`src/rtl/control_unit_of_processor_pkg.sv`:
```
// Shared constants for the instruction-sequencing control unit:
// opcodes, state encoding and one-hot bus select codes.
package control_unit_of_processor_pkg;

    typedef enum logic [1:0] {
        T0 = 2'd0,
        T1 = 2'd1,
        T2 = 2'd2,
        T3 = 2'd3
    } state_t;

    localparam logic [1:0] OP_MV  = 2'b00;
    localparam logic [1:0] OP_MVI = 2'b01;
    localparam logic [1:0] OP_ADD = 2'b10;
    localparam logic [1:0] OP_SUB = 2'b11;

    // Bus select: bit0=G, bit1..4=R0..R3, bit5=DIN.
    localparam logic [5:0] SEL_G   = 6'b000001;
    localparam logic [5:0] SEL_R0  = 6'b000010;
    localparam logic [5:0] SEL_R1  = 6'b000100;
    localparam logic [5:0] SEL_R2  = 6'b001000;
    localparam logic [5:0] SEL_R3  = 6'b010000;
    localparam logic [5:0] SEL_DIN = 6'b100000;

endpackage

```
`src/rtl/control_unit_of_processor_if.sv`:
```
// Control-unit to datapath connection: start/instruction inputs and the
// bus select, load enables, ALU mode and completion outputs.
interface control_unit_of_processor_if;
    logic       Run;
    logic [7:0] DIN;
    logic [5:0] S;
    logic       R0in;
    logic       R1in;
    logic       R2in;
    logic       R3in;
    logic       Ain;
    logic       Gin;
    logic       Mode;
    logic       Done;

    modport master (
        input  Run, DIN,
        output S, R0in, R1in, R2in, R3in, Ain, Gin, Mode, Done
    );

    modport slave (
        output Run, DIN,
        input  S, R0in, R1in, R2in, R3in, Ain, Gin, Mode, Done
    );
endinterface

```
`src/rtl/control_unit_of_processor_reg_select_decoder.sv`:
```
// Maps a 2-bit register index to its one-hot load enable (R0..R3)
// and the matching one-hot bus select code.
module reg_select_decoder
    import control_unit_of_processor_pkg::*;
(
    input  logic [1:0] idx,
    output logic [3:0] load_en,
    output logic [5:0] bus_sel
);
    assign load_en = 4'b0001 << idx;
    assign bus_sel = SEL_R0 << idx;
endmodule

```
`src/rtl/control_unit_of_processor.sv`:
```
// Instruction-sequencing FSM for the 8-bit processor datapath; fetches
// from DIN on Run in T0 and drives registered bus/enable/mode outputs.
module control_unit_of_processor
    import control_unit_of_processor_pkg::*;
(
    input  logic                                Clk,
    input  logic                                Resetn,
    control_unit_of_processor_if.master         bus,
    output state_t                              state_dbg,
    output logic [7:0]                          ir_dbg
);
    state_t     state;
    logic [7:0] ir;
    logic [5:0] s_q;
    logic [3:0] en_q;
    logic       ain_q, gin_q, mode_q, done_q;

    // In T0 the outputs for T1 are decoded from the word being fetched.
    logic [1:0] op_src, x_src, y_src;
    assign op_src = (state == T0) ? bus.DIN[7:6] : ir[7:6];
    assign x_src  = (state == T0) ? bus.DIN[5:4] : ir[5:4];
    assign y_src  = (state == T0) ? bus.DIN[3:2] : ir[3:2];

    logic [3:0] x_en, unused_y_en;
    logic [5:0] x_sel, y_sel;

    reg_select_decoder u_dec_x (.idx(x_src), .load_en(x_en),        .bus_sel(x_sel));
    reg_select_decoder u_dec_y (.idx(y_src), .load_en(unused_y_en), .bus_sel(y_sel));

    always_ff @(posedge Clk or negedge Resetn) begin
        if (!Resetn) begin
            state  <= T0;
            ir     <= 8'h00;
            s_q    <= SEL_DIN;
            en_q   <= 4'b0000;
            ain_q  <= 1'b0;
            gin_q  <= 1'b0;
            mode_q <= 1'b0;
            done_q <= 1'b0;
        end else begin
            s_q    <= SEL_DIN;
            en_q   <= 4'b0000;
            ain_q  <= 1'b0;
            gin_q  <= 1'b0;
            mode_q <= 1'b0;
            done_q <= 1'b0;
            case (state)
                T0: begin
                    if (bus.Run) begin
                        ir    <= bus.DIN;
                        state <= T1;
                        case (op_src)
                            OP_MV: begin
                                s_q    <= y_sel;
                                en_q   <= x_en;
                                done_q <= 1'b1;
                            end
                            OP_MVI: begin
                                en_q   <= x_en;
                                done_q <= 1'b1;
                            end
                            default: begin
                                s_q   <= x_sel;
                                ain_q <= 1'b1;
                            end
                        endcase
                    end
                end
                T1: begin
                    if (op_src == OP_MV || op_src == OP_MVI) begin
                        state <= T0;
                    end else begin
                        state  <= T2;
                        s_q    <= y_sel;
                        gin_q  <= 1'b1;
                        mode_q <= ir[6];
                    end
                end
                T2: begin
                    state  <= T3;
                    s_q    <= SEL_G;
                    en_q   <= x_en;
                    done_q <= 1'b1;
                end
                default: state <= T0;
            endcase
        end
    end

    assign bus.S    = s_q;
    assign bus.R0in = en_q[0];
    assign bus.R1in = en_q[1];
    assign bus.R2in = en_q[2];
    assign bus.R3in = en_q[3];
    assign bus.Ain  = ain_q;
    assign bus.Gin  = gin_q;
    assign bus.Mode = mode_q;
    assign bus.Done = done_q;

    assign state_dbg = state;
    assign ir_dbg    = ir;
endmodule

```
`src/flat_wrapper.sv`:
```
// flat-port wrapper written by rule: the top's interface ports become plain ports
module control_unit_of_processor_flat import control_unit_of_processor_pkg::*;
  (Clk, Resetn, state_dbg, ir_dbg, bus_Run, bus_DIN, bus_S, bus_R0in, bus_R1in, bus_R2in, bus_R3in, bus_Ain, bus_Gin, bus_Mode, bus_Done);
  control_unit_of_processor_if bus_i ();
  input  logic Clk;
  input  logic Resetn;
  output state_t state_dbg;
  output logic [7:0] ir_dbg;
  input wire logic [$bits(bus_i.Run)-1:0] bus_Run;
  input wire logic [$bits(bus_i.DIN)-1:0] bus_DIN;
  output wire logic [$bits(bus_i.S)-1:0] bus_S;
  output wire logic [$bits(bus_i.R0in)-1:0] bus_R0in;
  output wire logic [$bits(bus_i.R1in)-1:0] bus_R1in;
  output wire logic [$bits(bus_i.R2in)-1:0] bus_R2in;
  output wire logic [$bits(bus_i.R3in)-1:0] bus_R3in;
  output wire logic [$bits(bus_i.Ain)-1:0] bus_Ain;
  output wire logic [$bits(bus_i.Gin)-1:0] bus_Gin;
  output wire logic [$bits(bus_i.Mode)-1:0] bus_Mode;
  output wire logic [$bits(bus_i.Done)-1:0] bus_Done;
  assign bus_i.Run = bus_Run;
  assign bus_i.DIN = bus_DIN;
  assign bus_S = bus_i.S;
  assign bus_R0in = bus_i.R0in;
  assign bus_R1in = bus_i.R1in;
  assign bus_R2in = bus_i.R2in;
  assign bus_R3in = bus_i.R3in;
  assign bus_Ain = bus_i.Ain;
  assign bus_Gin = bus_i.Gin;
  assign bus_Mode = bus_i.Mode;
  assign bus_Done = bus_i.Done;
  control_unit_of_processor u_core (.Clk(Clk), .Resetn(Resetn), .bus(bus_i), .state_dbg(state_dbg), .ir_dbg(ir_dbg));
endmodule
```
`config.mk`:
```
export PLATFORM = sky130hd
export DESIGN_NAME = control_unit_of_processor_flat
export DESIGN_NICKNAME = d
export VERILOG_FILES = /design/src/rtl/control_unit_of_processor_pkg.sv /design/src/rtl/control_unit_of_processor_if.sv /design/src/rtl/control_unit_of_processor_reg_select_decoder.sv /design/src/rtl/control_unit_of_processor.sv /design/src/flat_wrapper.sv
export SDC_FILE = /design/constraint.sdc
export NUM_CORES = 1
export LEC_CHECK = 0
export BUFFER_PORTS_ARGS = -buffer_cell sky130_fd_sc_hd__buf_2
export CORE_UTILIZATION = 30
export CTS_CLUSTER_SIZE = 8
export DETAILED_ROUTE_END_ITERATION = 8
export SLEW_MARGIN = 20
export SYNTH_ARGS = -nofsm -noshare
export SYNTH_HDL_FRONTEND = slang
export SYNTH_SLANG_ARGS = --single-unit
```
`constraint.sdc`:
```
create_clock -name Clk -period 2.75 [get_ports Clk]
set_input_delay 0.1375 -clock Clk [delete_from_list [all_inputs] [get_ports Clk]]
set_output_delay 0.1375 -clock Clk [all_outputs]
set_load 0.005 [all_outputs]
```
==> run metrics <==
clock sinks 24; dpl hpwl about 1600 um; syn nets 90; WHS 65.1 ps; Critical Setup Path Class flip-flop to flip-flop; Total GRT Usage approximately 14%; Reg2Reg Setup Slack 1160 ps; most frequent cells in the layout buf_2, dfrtp_1, mux2_2; data arrival time of the worst path about 1800 ps; Worst Hold End u_core.ir_dbg[2]$_DFFE_PN0P_; maximum VDD drop about 0.00032 V; unrepaired setup endpoints after global routing false; hold depth 3; met2 WL 1010 um; global placer's final weighted congestion around 0.75; max layer used met4; Final #Nets ~130; DR vias 733; average vias per placed instance 4.61; Avg Inst Size Synth around 13 sq um; Slew Limit Fails 0; core area 3100 sq um; Max Cap Violations 0; CP Data Required Time a little under 3000 ps; Power Density 925 nW/um^2; CP Max Fanout 11; Core Rows 20; CTS Root Buffer Type clkbuf_4; CTS Buffer Depth 2; mapped cell area approximately 1000 sq um; Area Overhead vs Synth 23.3%; clock-pin slew on the worst setup and hold paths between 100 and 150 ps; post-CTS sizing 0; Die H between 50 and 60 um; Final Non-Filler Cells 159; cts bufs inserted 3; post-synthesis sequential area ratio between 50 and 60%; Initial Utilization approximately a third; measured slew at the worst slew-check pin approximately 580 ps; Post-Route Setup TNS 0 ps; IO Port Bufs 34; pin count of the biggest net entering global routing 25; Initial DRT Pass Iterations 4; metal3 WL 89 um; r2r startpoint u_core.state_dbg[0]$_DFFE_PN0P_; wl on met1 920 um; cells after synthesis 79; status complete, no violations; Fillers between 300 and 400; I/O pin count 35; final wirelength between 2000 and 2500 um; die area 3580 sq um; Layout Skew 7.53 ps; Hold Vio Cnt, Final 0; Slew HR slightly above 60%; Routed Antenna Nets 0; Register-to-Register Path Depth 2; clk_lat worst skew roughly 300 ps; TritonCTS clock tree built; worst hold path class input port to flip-flop; leakage power around 0.64 nW; fraction of layout cells with a size suffix above 1 46.1%; fmax 628 MHz; Residual DRC 0; antenna violations before repair 0; die width approximately 60 um; final instance area 1240 sq um; total gr overflow 0; global-route wire length before repair between 3000 and 4000 um; commonest non-fill, non-tap cell in the layout buf_2; number of global-route vias before repair between 700 and 800; drt wl/cell around 13 um; Placed Cells 154; Worst setup EP type flip-flop; type of origin of the critical path flip-flop; Synth Register Bits 24; Antenna Cells 0; H-tree depth 1; Final period util 57.9%; total placed instance area 1200 sq um; post-route minimum period 1590 ps; final setup fails 0; Initial DRC Count 17; Reg-to-Reg End u_core.ir_dbg[1]$_DFFE_PN0P_; Synthesis Warnings 0; hold_sp bus_DIN[2]; setup repair bufs after CTS 0; count of different cell masters after synthesis 31; cts hold-fix bufs 1
## cells in the mapped netlist (all sizes together)
cell type,instances,area [sq um]
nor3b,2,26.3
o22ai,1,6.26
o21ai,3,15.0
and2b,1,8.76
nor2,6,25.0
dfstp,1,26.3
a32oi,2,17.5
o211a,1,10.0
and2,1,6.26
a31oi,1,6.26
o32ai,2,17.5
buf,3,27.5
nor2b,4,25.0
or3b,1,8.76
mux2,7,78.8
nor3,1,5.00
o21ba,1,10.0
mux2i,2,20.0
nand2b,1,6.26
o21bai,1,7.51
or2,1,6.26
nand2,3,18.8
nand4,1,6.26
and3b,1,10.0
a21oi,3,15.0
dfrtp,23,576
inv,5,18.8
## logic make-up (layout without fill, tap and decap cells)
kind of cell	count (synthesis)	count (layout)	share of synthesized area [%]
buf+inv	8	44	4.61
compound gates	15	15	10.5
mux	9	9	9.84
simple gates	23	23	15.2
flops	24	24	59.9
## worst max-delay path by stage
stage,start,endpoint,cells after the start
floorplan,u_core.state_dbg[0]$_DFFE_PN0P_,u_core.ir_dbg[0]$_DFFE_PN0P_,3
global placement,u_core.state_dbg[0]$_DFFE_PN0P_,u_core.ir_dbg[3]$_DFFE_PN0P_,2
detailed placement,u_core.state_dbg[0]$_DFFE_PN0P_,u_core.ir_dbg[1]$_DFFE_PN0P_,2
CTS,u_core.state_dbg[0]$_DFFE_PN0P_,u_core.ir_dbg[1]$_DFFE_PN0P_,2
global route,u_core.state_dbg[0]$_DFFE_PN0P_,u_core.bus.S[3]$_DFF_PN0_,3
finish,u_core.state_dbg[0]$_DFFE_PN0P_,u_core.ir_dbg[1]$_DFFE_PN0P_,2
## per-stage QoR
step | util (%) | total power [mW] | setup slack (ps)
floorplan | - | 0.837 | 1330
global placement | 38.8 | 0.984 | 1200
detailed placement | 38.8 | 1.01 | 1160
CTS | 39.9 | 1.16 | 1140
global route | 39.9 | 1.24 | 1040
finish | 39.9 | 1.15 | 1160
## layer usage
| layer | GRT usage, % | vias up |
|---|---|---|
| li1 | - | 345 |
| met1 | 16.0 | 360 |
| met2 | 22.5 | 24 |
| met5 | 0 | - |
| met3 | 2.38 | 4 |
| met4 | 9.30 | 0 |
## flip-flops by register name, indices dropped and copies added, names as in the netlist
| name | count |
|---|---|
| u_core.bus.Ain | 1 |
| u_core.bus.Done | 1 |
| u_core.bus.Gin | 1 |
| u_core.bus.Mode | 1 |
| u_core.bus.S | 6 |
| u_core.en_q | 4 |
| u_core.ir_dbg | 8 |
| u_core.state_dbg | 2 |
## final cells by class
class                           count  area, sq um  share of cell area [%]
Timing Repair Buffer               35          180                    14.5
Clock buffer                        4         26.3                    2.12
Sequential cell                    24          602                    48.6
Inverter                            5         18.8                    1.52
Multi-Input combinational cell     47          357                    28.8
Tap cell                           44         55.1                    4.44
## critical path: stages (launching register included)
cell	delay (ps)
dfrtp_1	520
nor3b_4	570
mux2_2	400
## power by group
group          internal, mW  switching, mW
Combinational         0.225          0.195
Clock                0.0564         0.0957
Sequential            0.477         0.0963
Total                 0.759          0.387
Power figures use the tool's default switching activity.
